--- config.mk ---
export PLATFORM = sky130hd
export DESIGN_NAME = binary_mul_9_1_bi
export DESIGN_NICKNAME = d
export VERILOG_FILES = /design/src/rtl/binary_mul_9_1_bi.sv
export SDC_FILE = /design/constraint.sdc
export NUM_CORES = 1
export LEC_CHECK = 0
export CELL_PAD_IN_SITES_DETAIL_PLACEMENT = 1
export CELL_PAD_IN_SITES_GLOBAL_PLACEMENT = 1
export CORE_MARGIN = 1
export CORE_UTILIZATION = 55
export DETAILED_ROUTE_END_ITERATION = 8
export PLACE_DENSITY_LB_ADDON = 0.15
export SYNTH_ARGS = -nofsm -noshare
export SYNTH_HDL_FRONTEND = slang
export SYNTH_SLANG_ARGS = --single-unit
--- constraint.sdc ---
create_clock -name clk -period 5.3 [get_ports clk]
set_input_delay 0.795 -clock clk [delete_from_list [all_inputs] [get_ports clk]]
set_output_delay 0.795 -clock clk [all_outputs]
set_load 0.05 [all_outputs]
--- src/rtl/binary_mul_9_1_bi.sv ---
// Fully pipelined 9x9 signed radix-2 multiplier, 17-bit product, 10-cycle latency.
// Stage 1 registers the operands; stages 2-10 each fold one multiplier bit, LSB first.
module binary_mul_9_1_bi (
   input  logic               clk,
   input  logic               rst_n,
   input  logic               en,
   input  logic signed [8:0]  A,
   input  logic signed [8:0]  B,
   output logic signed [16:0] P
);

   // Multiplier bits are dropped once consumed, so stage k (1..9) only carries
   // B[8:k-1]. The shrinking slices are packed back to back in one vector.
   localparam int unsigned BPackBits = 45;

   function automatic int unsigned b_off(input int unsigned stage);
      return (stage - 1) * 10 - ((stage - 1) * stage) / 2;
   endfunction

   function automatic logic signed [17:0] part_prod(input logic signed [8:0] a,
                                                    input logic              b_bit,
                                                    input int unsigned       sh);
      logic signed [17:0] ext;
      ext = {{9{a[8]}}, a};
      return b_bit ? (ext <<< sh) : '0;
   endfunction

   logic signed [8:0]    a_q [1:9];
   logic signed [8:0]    a_d [1:9];
   logic [BPackBits-1:0] b_q;
   logic [BPackBits-1:0] b_d;
   logic signed [17:0]   s_q [2:9];
   logic signed [17:0]   s_d [2:9];
   logic signed [16:0]   p_q;
   logic signed [16:0]   p_d;

   always_comb begin
      a_d[1] = A;
      for (int unsigned k = 2; k <= 9; k++) begin
         a_d[k] = a_q[k-1];
      end

      b_d      = '0;
      b_d[8:0] = B;
      for (int unsigned k = 2; k <= 9; k++) begin
         for (int unsigned i = 0; i < 10 - k; i++) begin
            b_d[b_off(k) + i] = b_q[b_off(k - 1) + 1 + i];
         end
      end

      s_d[2] = part_prod(a_q[1], b_q[b_off(1)], 0);
      for (int unsigned s = 3; s <= 9; s++) begin
         s_d[s] = s_q[s-1] + part_prod(a_q[s-1], b_q[b_off(s - 1)], s - 2);
      end

      // B[8] carries weight -256, so its partial product is subtracted. Only this
      // final truncation can wrap (A = B = -256 gives 17'h10000).
      p_d = 17'(s_q[9] - part_prod(a_q[9], b_q[b_off(9)], 8));
   end

   always_ff @(posedge clk or negedge rst_n) begin
      if (!rst_n) begin
         for (int unsigned k = 1; k <= 9; k++) begin
            a_q[k] <= '0;
         end
         b_q <= '0;
         for (int unsigned s = 2; s <= 9; s++) begin
            s_q[s] <= '0;
         end
         p_q <= '0;
      end else if (en) begin
         a_q <= a_d;
         b_q <= b_d;
         s_q <= s_d;
         p_q <= p_d;
      end
   end

   assign P = p_q;

endmodule

---- Yosys cells after proc, flatten, opt, wreduce, memory -nomap -nowiden ----
Index checks and enable logic that the tools add are counted.
word-level totals
  register bits ........................... 279
  output and inout port bits .............. 17
  input port bits ......................... 21
  logic and storage cells ................. 36
operators by class
  muxes and demuxes ....................... 9
  add/subtract/negate cells ............... 8
operator list
  cell              count
  $mux W17          9
  $add A17 B17 Y17  7
  $sub A17 B17 Y17  1

---- Longest topological paths before layout ----
Gate-level depths: netlist of the first run.
  depth after elaboration ................. 2
  gate-level depth with buffers ........... 11
  gate-level depth less buffers ........... 10

---- Worst setup path after synthesis of the first run ----
Ideal clock, no wire load.
  kind .................................... reg-to-reg
  start ................................... register b_q[30]
  end ..................................... register s_q[68] (netlist bit)
  cell stages (with the launch flop) ...... 10
  buffers on the path ..................... 0
  arrival time ............................ 2.519 ns
  clock period less this slack ............ 2.643 ns
  path slack .............................. 2.657 ns
  library setup time ...................... 0.125 ns
  data required time ...................... 5.175 ns
  path through ............................ dfrtp_1 and2_1 ha_1 fa_1 a21o_1 a211o_2 a211oi_4 mux2i_1 xnor2_1 mux2_2
between the ends
  cells in the longest elaborated chain, start to end .. 2
ends and longest elaborated chain
  item                             line  source
  from (decl)                      30    logic [BPackBits-1:0] b_q;
  from (signal assigned)           66    b_q <= '0;
  from (signal assigned)           73    b_q <= b_d;
  $mux W17                         25    return b_bit ? (ext <<< sh) : '0;
  $add A17 B17 Y17                 53    s_d[s] = s_q[s-1] + part_prod(a_q[s-1], b_q[b_off(s - 1)], s - 2);
  to (signal, indexed assignment)  68    s_q[s] <= '0;
  to (signal assigned)             74    s_q <= s_d;
  to (decl)                        32    logic signed [17:0] s_q [2:9];
No other way between the ends.
A chain may end at the register's enable or synchronous reset.

---- Worst setup path in the final report of the first run ----
  start ................................... register b_q[17]
  end ..................................... register s_q[106] (netlist bit)
Same word-level chain as after synthesis.

==> results of run 1 <==
[final cells by class]
type / count / share of cell area [%]
timing repair buffer: 44 / 2.85
clock inverter: 9 / 0.488
multi-input combinational: 854 / 44.4
tap: 330 / 2.64
clock buffer: 43 / 5.42
sequential: 271 / 43.3
inverter: 35 / 0.839
[power by group through the flow]
| stage | Combinational, mW | Clock (mW) | Sequential (mW) |
|---|---|---|---|
| global route | 4.50 | 2.11 | 3.57 |
| floorplan | 2.91 | 0 | 3.44 |
| detailed placement | 3.98 | 0 | 3.48 |
| global placement | 3.77 | 0 | 3.43 |
| finish | 4.08 | 1.99 | 3.47 |
| CTS | 4.10 | 2.03 | 3.48 |
[cells by family (layout without fill, tap and decap cells)]
kind of cell	after synthesis	in the layout
muxes	229	229
and+or+nand+nor	276	276
buffers and inverters	80	131
adders and majority gates	78	78
DFF	271	271
AOI/OAI and AO/OA	205	205
xor gates and xnor gates	66	66
[metrics by stage]
step / cells / total power, mW / area [µm²]
4_1_cts: 1586 / 9.61 / 15700
3_5_place_dp: 1534 / 7.46 / 14700
6_report: 1586 / 9.54 / 15700
3_3_place_gp: 1534 / 7.20 / 14700
2_1_floorplan: 1205 / 6.36 / 14100
5_1_grt: 1586 / 10.2 / 15700
[critical path: stages (launching register included)]
cell and delay [ns]:
dfrtp_1 0.49, and2_1 0.20, ha_1 0.22, fa_1 0.44, a211oi_1 0.40, nor2_1 0.16, o31ai_1 0.37, a2bb2oi_1 0.14
or3_1 0.32, a31oi_1 0.16
[final timing paths]
path / startpoint / endpoint / slack [ns] / cells past startpoint
max: b_q[17] / s_q[106] / 2.31 / 9
min: rst_n / s_q[120] / 0.26 / 1
min reg2reg: P[14] / P[14] / 0.49 / 2
max in group asynchronous: rst_n / s_q[84] / 3.83 / 2
max reg2reg: b_q[17] / s_q[106] / 2.31 / 9
min in group clk: P[14] / P[14] / 0.49 / 2
[cell usage in the layout (no fill, tap or decap), types with 5 or more instances in the layout]
cell type and n:
xnor2_1 51, nor2_1 54, clkdlybuf4s50_1 35, nor3_1 17
a31oi_1 10, ha_1 70, fa_1 8, o21ai_0 44
mux2i_1 10, buf_4 6, and3_1 9, clkinv_2 6
xor2_1 15, or3_1 7, a211oi_1 11, o31ai_1 9
nand2_1 69, mux2_2 219, nand3_1 19, a21oi_1 52
nor4_1 5, inv_1 35, o21a_1 12, clkbuf_1 7
o211ai_1 7, clkbuf_8 7, o21bai_1 8, nor3b_1 6
clkbuf_16 29, a21o_1 18, and2_1 62, nor2b_1 7
dfrtp_1 271, nand4_1 5
[sequential cells by signal, summed over array words and instances (netlist names)]
signal / flops
s_q: 128
a_d: 72
b_q: 45
P: 17
a_q: 9
[layer usage]
layer	vias to the layer above	GRT usage [%]	part of all wire, %
li1	4360	-	-
met1	4722	35.3	47
met2	129	43.0	48
met3	50	3.42	3.4
met4	0	5.87	1.7
met5	-	0	0
==> flow_metrics.env, run 1 <==
export IMPL_synth_distinct_cells=68
export IMPL_synthMuxAreaShare_pct=18.3
export IMPL_drt_vias_per_instance=5.84
export IMPL_layout_drive_gt1_share_pct=22.7
export IMPL_peakVddDrop_mv=0.379
export IMPL_cts_tree="built"
export IMPL_grt_ovfl_total=0
export IMPL_ys_seq_area_share_pct=48.2
export IMPL_p_clk_share_pct=20.9
export IMPL_synth_commonest_cells="dfrtp_1, mux2_2, ha_1, nand2_1, and2_1"
export IMPL_hpwl_mm=20.5
export IMPL_clk_path_buf_depth=3
export IMPL_remaining_drc_errors=0
export IMPL_finalCritPeriodShare_pct=56.3
export IMPL_postSynthAreaPerCell_um2=11.7
export IMPL_cts_reportedPaths_clkPinSlew_ns=0.06
export IMPL_synthXorXnorAreaFrac_pct=4.11
export IMPL_synth_seq_cells=271
export IMPL_syn_num_nets=1304
export IMPL_power_density_nw_per_um2=610
export IMPL_fin_ws_ns=2.31
export IMPL_multiInputGateArea_um2=6960
export IMPL_hold_ws_ns=0.260
export IMPL_dieArea_um2=26200
export IMPL_crit_type="reg -> reg"
export IMPL_synthTopCellsByArea="dfrtp_1, mux2_2, ha_1, xnor2_1, and2_1"
export IMPL_diodes=0
export IMPL_fin_setup_tns_ns=0
export IMPL_cts_buffers=29
export IMPL_path_max_fanout=11
export IMPL_fin_crit_ns=2.99
export IMPL_netlist_area_um2=14100
export IMPL_io_buffers=37
export IMPL_synth_flop_cell="dfrtp_1"
export IMPL_drtPass1Iterations=4
export IMPL_synthAdderAreaFrac_pct=7.37
export IMPL_syn2layout_area_growth_pct=11.3
export IMPL_synth_top_area_share_pct=48.2
export IMPL_async_flop_share_pct=100
export IMPL_outcome="completed"
export IMPL_cts_root_buf="clkbuf_16"
export IMPL_start_util_pct=56.0
export IMPL_synth_compound_area_share_pct=9.72
export IMPL_rsz0062_at_grt="false"
export IMPL_fin_nets=1334
export IMPL_antenna_found_initial=0
export IMPL_detail_route_wl_per_cell_um=20.2
export IMPL_power_frac_comb_pct=42.8
export IMPL_hp_class="in -> async"
export IMPL_clk_latency_ns=0.55
export IMPL_synthSimpleGateAreaFrac_pct=10.0
export IMPL_die_w_um=162
export IMPL_worstMarginPinSlew_ns=1.07
export IMPL_cp_start_kind="register"
export IMPL_p_sw_mw=3.62
export IMPL_yosysWarningCount=0
export IMPL_intPower_mw=5.93
export IMPL_ant_nets=0
export IMPL_report_final_setup_viol=0
export IMPL_synth_top_family_by_area="multiplexers"
export IMPL_synthCells=1205
export IMPL_synth_edff_count=0
export IMPL_ctsHoldBuffers=0
export IMPL_nFillCells=2555
export IMPL_layout_area_seq_um2=6780
export IMPL_route_vias_total=9261
export IMPL_io_pins=38
export IMPL_fin_util_pct=62.3
export IMPL_switching_share_pct=37.9
export IMPL_coreArea_um2=25100
export IMPL_die_height_um=162
export IMPL_row_count=58
export IMPL_relSlewSlack_pct=28.8
export IMPL_p_leak_nw=6.89
export IMPL_wirelength_mm=32.0
export IMPL_post_cts_buffers=0
export IMPL_end_kind="register"
export IMPL_gp_routability_congestion=0.845
export IMPL_fmax_mhz=335
export IMPL_synth_top_cell_by_area="dfrtp_1"
export IMPL_grt_usage_pct=25.6
export IMPL_fin_skew_ns=0.00828
export IMPL_slew_viol_final=0
export IMPL_pwr_share_seq_pct=36.3
export IMPL_htree_levels=1
export IMPL_dp_slack_ns=2.32
export IMPL_cts_sinks=271
export IMPL_maxCapViolCount=0
export IMPL_hold_violations=0
export IMPL_grt_max_degree=114
export IMPL_drtIter0Drc=413
export IMPL_first_global_vias=10300
export IMPL_grt_pass1_wl_mm=54.2
export IMPL_yosysMostFrequentCell="dfrtp_1"
export IMPL_worstPathRequired_ns=5.77
export IMPL_cts_resized_gates=0
export IMPL_arrival_ns=3.46
(Power assumes the default switching activity.)
==> run 2: changes to the inputs <==
--- a/config.mk
+++ b/config.mk
@@ -8,7 +8,7 @@
 export CELL_PAD_IN_SITES_DETAIL_PLACEMENT = 1
 export CELL_PAD_IN_SITES_GLOBAL_PLACEMENT = 1
 export CORE_MARGIN = 1
-export CORE_UTILIZATION = 55
+export CORE_UTILIZATION = 46
 export DETAILED_ROUTE_END_ITERATION = 8
 export PLACE_DENSITY_LB_ADDON = 0.15
 export SYNTH_ARGS = -nofsm -noshare
==> constraint.sdc (replaced) <==
create_clock -name clk -period 2.6 [get_ports clk]
set_input_delay 0.39 -clock clk [delete_from_list [all_inputs] [get_ports clk]]
set_output_delay 0.39 -clock clk [all_outputs]
set_load 0.05 [all_outputs]
==> run 2 against run 1 <==
  * The run now ends with negative setup slack left
  * Core utilization is 6.9 points lower
  * Critical path type unchanged
  * Non-clock buffer count is 43 higher
  * Register-to-register slack lost 2.4 ns
  * Die area is 19% higher
  * Clock-buffer cell count unchanged
  * Largest cell class unchanged
  * Total power increased by 120%
==> flow_metrics.env, run 2 (synthesized netlist as in run 1, its figures left out) <==
export IMPL_outcome="finished, violations left"
export IMPL_violations="negative setup slack"
export IMPL_grt_max_degree=105
export IMPL_arrival_ns=3.14
export IMPL_p_sw_mw=7.48
export IMPL_switching_share_pct=36.2
export IMPL_drt_met1_wl_mm=14.9
export IMPL_wirelength_mm=30.4
export IMPL_design_area_um2=16600
export IMPL_regMostFlops="s_q"
export IMPL_power_frac_comb_pct=43.8
export IMPL_fin_crit_ns=2.69
export IMPL_cts_reportedPaths_clkPinSlew_ns=0.06
export IMPL_fin_nets=1379
export IMPL_dp_slack_ns=-0.194
export IMPL_slew_viol_final=0
export IMPL_min_from="en"
export IMPL_clk_latency_ns=0.58
export IMPL_crit_type="reg -> reg"
export IMPL_detail_route_wl_per_cell_um=17.9
export IMPL_hp_class="in -> reg"
export IMPL_crit_chain="and2_1, ha_2, fa_2, a21o_1, a211o_2, a211oi_4, mux2i_1, xnor2_1, mux2_4"
export IMPL_hpwl_mm=20.6
export IMPL_intPower_mw=13.2
export IMPL_fin_util_pct=55.5
export IMPL_finalCritPeriodShare_pct=103
export IMPL_worstMarginPinSlew_ns=0.709
export IMPL_multiInputGateArea_um2=7230
export IMPL_whs_path_depth=2
export IMPL_clk_path_buf_depth=3
export IMPL_dieArea_um2=31300
export IMPL_fin_ws_ns=-0.0874
export IMPL_worstPathRequired_ns=3.05
export IMPL_io_pins=38
export IMPL_htree_levels=1
export IMPL_route_vias_total=9329
export IMPL_syn2layout_area_growth_pct=17.9
export IMPL_layout_common_cells="dfrtp_1, mux2_2, nand2_1, ha_1, and2_1"
export IMPL_gp_routability_congestion=0.799
export IMPL_drtIter0Drc=357
export IMPL_peakVddDrop_mv=0.877
export IMPL_layout_drive_gt1_share_pct=29.1
export IMPL_regToRegStartpoint="b_q[30]"
export IMPL_drt_vias_per_instance=5.50
export IMPL_report_final_setup_viol=2
export IMPL_reg2reg_to="s_q[68]"
export IMPL_hold_ws_ns=0.134
export IMPL_cp_slowest_cell="dfrtp_1"
export IMPL_cpPeakStageDelay_ns=0.37
export IMPL_relSlewSlack_pct=52.7
export IMPL_row_count=63
export IMPL_cts_sinks=271
export IMPL_maxCapViolCount=0
export IMPL_ant_nets=0
export IMPL_first_global_vias=10100
export IMPL_nFillCells=3054
export IMPL_min_to="s_q[106]"
export IMPL_rsz0062_at_grt="true"
export IMPL_end_kind="register"
export IMPL_remaining_drc_errors=0
export IMPL_fmax_mhz=372
export IMPL_power_density_nw_per_um2=1240
export IMPL_die_w_um=177
export IMPL_path_max_fanout=3
export IMPL_cp_start_kind="register"
export IMPL_cts_buffers=31
export IMPL_total_power_mw=20.6
export IMPL_grt_pass1_wl_mm=52.2
export IMPL_antenna_found_initial=0
export IMPL_drtPass1Iterations=4
export IMPL_p_leak_nw=7.24
export IMPL_pwr_share_seq_pct=33.5
export IMPL_p_clk_share_pct=22.8
export IMPL_final_common_cell="dfrtp_1"
export IMPL_met3_length_um=971
export IMPL_cts_root_buf="clkbuf_16"
export IMPL_grt_ovfl_total=0
export IMPL_largest_reg_flops=128
export IMPL_die_height_um=177
export IMPL_wl_met2_mm=13.9
export IMPL_dpl_cell_area_um2=15100
export IMPL_io_buffers=37
export IMPL_coreArea_um2=29900
export IMPL_diodes=0
export IMPL_r2r_cells=9
export IMPL_top_layer_used="met4"
export IMPL_grt_usage_pct=20.5
export IMPL_cts_tree="built"
export IMPL_layout_area_seq_um2=6780
export IMPL_fin_skew_ns=0.0153
export IMPL_hold_violations=0
export IMPL_ff2ff_setup_slack_ns=-0.09
export IMPL_start_util_pct=47.1
[run 2: cell count changes in the layout (fill, tap and decap cells not counted), moves of 7 or more]
cell     before  now
ha_1         70   61
a21oi_2       0    7
o21ai_0      44   36
buf_4         6   42
a21oi_1      52   45
[run 2: per-layer routing]
metal  track usage [%]  vias up
li1                  -     4473
met1              29.7     4701
met2              32.9      113
met3              2.56       42
met4              4.24        0
met5                 0        -
[run 2: power groups by stage]
stage          Clock (mW)  Sequential (mW)  Combinational [mW]
4_1_cts              4.83             6.93                8.67
5_1_grt              4.98             7.16                10.0
3_3_place_gp            0             6.91                8.21
3_5_place_dp            0             6.98                8.49
2_1_floorplan           0             7.02                5.94
6_report             4.70             6.91                9.03
[run 2: critical path, delay by kind of cell, from the launching register on]
kind	cells	cell delay (ns)
fa+ha+maj	2	0.53
compound gates	3	0.87
xor+xnor	1	0.09
flops	1	0.37
mux	2	0.53
simple gates	1	0.16
[run 2: repair_timing]
action | CTS | global route
hold buffers | 1 | 0
cloned | 0 | 0
gates resized for setup | 10 | 53
hold endpoints to repair | 63 | 0
pin swaps | 3 | 11
endpoints found under the setup margin | 13 | 31
setup buffers | 2 | 3
[run 2: area by class of cell]
cell class / count / area share (%)
Sequential cell: 271 / 40.9
Tap cell: 390 / 2.94
Clock buffer: 43 / 5.44
Multi-Input combinational cell: 854 / 43.6
Timing Repair Buffer: 87 / 4.96
Clock inverter: 15 / 1.31
Inverter: 35 / 0.793
[run 2: worst max path at each step]
stage / from / slack [ns] / endpoint
global route: b_q[30] / -0.21 / s_q[70]
floorplan: b_q[30] / 0.01 / s_q[68]
CTS: b_q[30] / -0.08 / s_q[68]
finish: b_q[30] / -0.09 / s_q[68]
detailed placement: b_q[17] / -0.19 / s_q[106]
global placement: b_q[17] / -0.08 / s_q[106]
[run 2: per-stage QoR]
step | cells | TNS [ns]
after floorplan | 1205 | 0
after global placement | 1631 | -0.340
after detailed placement | 1631 | -0.850
after CTS | 1692 | -0.150
after global routing | 1695 | -0.536
final | 1695 | -0.172
==> run 3: changes to the inputs <==
--- a/config.mk
+++ b/config.mk
@@ -11,6 +11,7 @@
 export CORE_UTILIZATION = 46
 export DETAILED_ROUTE_END_ITERATION = 8
 export PLACE_DENSITY_LB_ADDON = 0.15
+export SKIP_CTS_REPAIR_TIMING = 1
 export SYNTH_ARGS = -nofsm -noshare
 export SYNTH_HDL_FRONTEND = slang
 export SYNTH_SLANG_ARGS = --single-unit
==> run 3 against run 2 <==
  * The flow still finishes with violations (negative setup slack)
  * Routed wire length up 0.65%
  * Clock-buffer cell count stayed put
  * Critical path depth did not move
  * Total power rose by 0.31%
  * Hold slack better by 0.0011 ns
  * Setup slack lost 0.036 ns
  * Clock power about the same
  * Combinational power up 0.7%
  * Critical endpoint unchanged
==> flow_metrics.env, run 3 (synthesized netlist as in run 1, its figures left out) <==
export IMPL_rsz0062_at_grt="true"
export IMPL_finalCritPeriodShare_pct=105
export IMPL_first_global_vias=10000
export IMPL_fin_skew_ns=0.0145
export IMPL_ant_nets=0
export IMPL_drt_vias_per_instance=5.49
export IMPL_dpl_cell_area_um2=15100
export IMPL_crit_type="reg -> reg"
export IMPL_relSlewSlack_pct=53.2
export IMPL_end_kind="register"
export IMPL_peakVddDrop_mv=0.878
export IMPL_grt_usage_pct=20.4
export IMPL_power_density_nw_per_um2=1250
export IMPL_slew_viol_final=0
export IMPL_dieArea_um2=31300
export IMPL_fin_ws_ns=-0.123
export IMPL_cts_tree="built"
export IMPL_maxCapViolCount=0
export IMPL_fin_util_pct=55.5
export IMPL_htree_levels=1
export IMPL_drtIter0Drc=359
export IMPL_largest_reg_flops=128
export IMPL_regMostFlops="s_q"
export IMPL_grt_ovfl_total=0
export IMPL_route_vias_total=9325
export IMPL_hold_violations=0
export IMPL_antenna_found_initial=0
export IMPL_min_from="en"
export IMPL_row_count=63
export IMPL_cts_buffers=31
export IMPL_fin_setup_tns_ns=-0.243
export IMPL_clk_path_buf_depth=3
export IMPL_io_buffers=37
export IMPL_die_height_um=177
export IMPL_cp_start_kind="register"
export IMPL_arrival_ns=3.17
export IMPL_clk_latency_ns=0.58
export IMPL_p_leak_nw=7.25
export IMPL_hp_class="in -> reg"
export IMPL_worstPathRequired_ns=3.05
export IMPL_fin_crit_ns=2.72
export IMPL_cp_startpoint="b_q[30]"
export IMPL_io_pins=38
export IMPL_wirelength_mm=30.6
export IMPL_cts_root_buf="clkbuf_16"
export IMPL_worstMarginPinSlew_ns=0.702
export IMPL_violations="negative setup slack"
export IMPL_start_util_pct=47.1
export IMPL_final_common_cell="dfrtp_1"
export IMPL_outcome="finished, violations left"
export IMPL_die_w_um=177
export IMPL_grt_max_degree=105
export IMPL_syn2layout_area_growth_pct=17.9
export IMPL_grt_pass1_wl_mm=52.1
export IMPL_design_area_um2=16600
export IMPL_layout_common_cells="dfrtp_1, mux2_2, nand2_1, ha_1, and2_1"
export IMPL_cts_sinks=271
export IMPL_gp_routability_congestion=0.799
export IMPL_fin_nets=1381
export IMPL_coreArea_um2=29900
export IMPL_path_max_fanout=3
export IMPL_fmax_mhz=367
export IMPL_diodes=0
export IMPL_layout_drive_gt1_share_pct=29.2
export IMPL_drtPass1Iterations=4
export IMPL_remaining_drc_errors=0
export IMPL_hpwl_mm=20.6
export IMPL_report_final_setup_viol=2
export IMPL_cts_reportedPaths_clkPinSlew_ns=0.06
export IMPL_detail_route_wl_per_cell_um=18.0
export IMPL_regToRegStartpoint="b_q[30]"
-- run 3: changes by cell type in the layout (fill, tap and decap cells not counted), sizes merged --
cell    change
clkbuf      -1
buf         +3
-- run 3: cell type report --
| cell class | count | area, µm² |
|---|---|---|
| well taps | 390 | 488 |
| repair buffers | 89 | 837 |
| multi-input cells | 854 | 7220 |
| flip-flops and latches | 271 | 6780 |
| clock buffers | 43 | 901 |
| fillers | 3051 | 13300 |
| inverters | 35 | 131 |
| clock inverters | 15 | 218 |
-- run 3: final timing paths --
kind	endpoint	slack, ns	cells past startpoint
max	s_q[68]	-0.12	9
min	s_q[106]	0.14	2
max reg2reg	s_q[68]	-0.12	9
min reg2reg	P[12]	0.48	2
max in group asynchronous	b_q[24]	1.44	3
min in group asynchronous	a_d[71]	0.37	2
-- run 3: through the flow --
step | hold WS [ns] | setup WS (ns) | total power [mW] | cells
after floorplan | 0.0944 | 0.0104 | 13.0 | 1205
after global placement | 0.382 | -0.0777 | 15.1 | 1631
after detailed placement | 0.388 | -0.194 | 15.5 | 1631
after CTS | -0.219 | -0.225 | 20.4 | 1689
after global routing | 0.158 | -0.254 | 22.2 | 1697
final | 0.135 | -0.123 | 20.7 | 1697
-- run 3: worst max-delay path, cell delays in order, from the launching register on --
cell	delay, ns
dfrtp_1	0.37
and2_1	0.16
ha_2	0.18
fa_2	0.35
a21o_1	0.21
a211o_4	0.36
a211oi_4	0.34
mux2i_1	0.27
xnor2_1	0.09
mux2_4	0.26
-- run 3: power breakdown --
part           switching [mW]  internal [mW]  total (mW)
sequential               1.11           5.79        6.90
clock                    1.79           2.91        4.70
combinational            4.61           4.48        9.09
total                    7.51           13.2        20.7
-- run 3: metal layers --
layer / global-route usage [%] / vias up / routed length, µm
met3: 2.58 / 42 / 936
met2: 32.7 / 101 / 14100
met4: 4.24 / 0 / 585
met1: 29.6 / 4715 / 14900
li1: - / 4467 / -
met5: 0 / - / 0
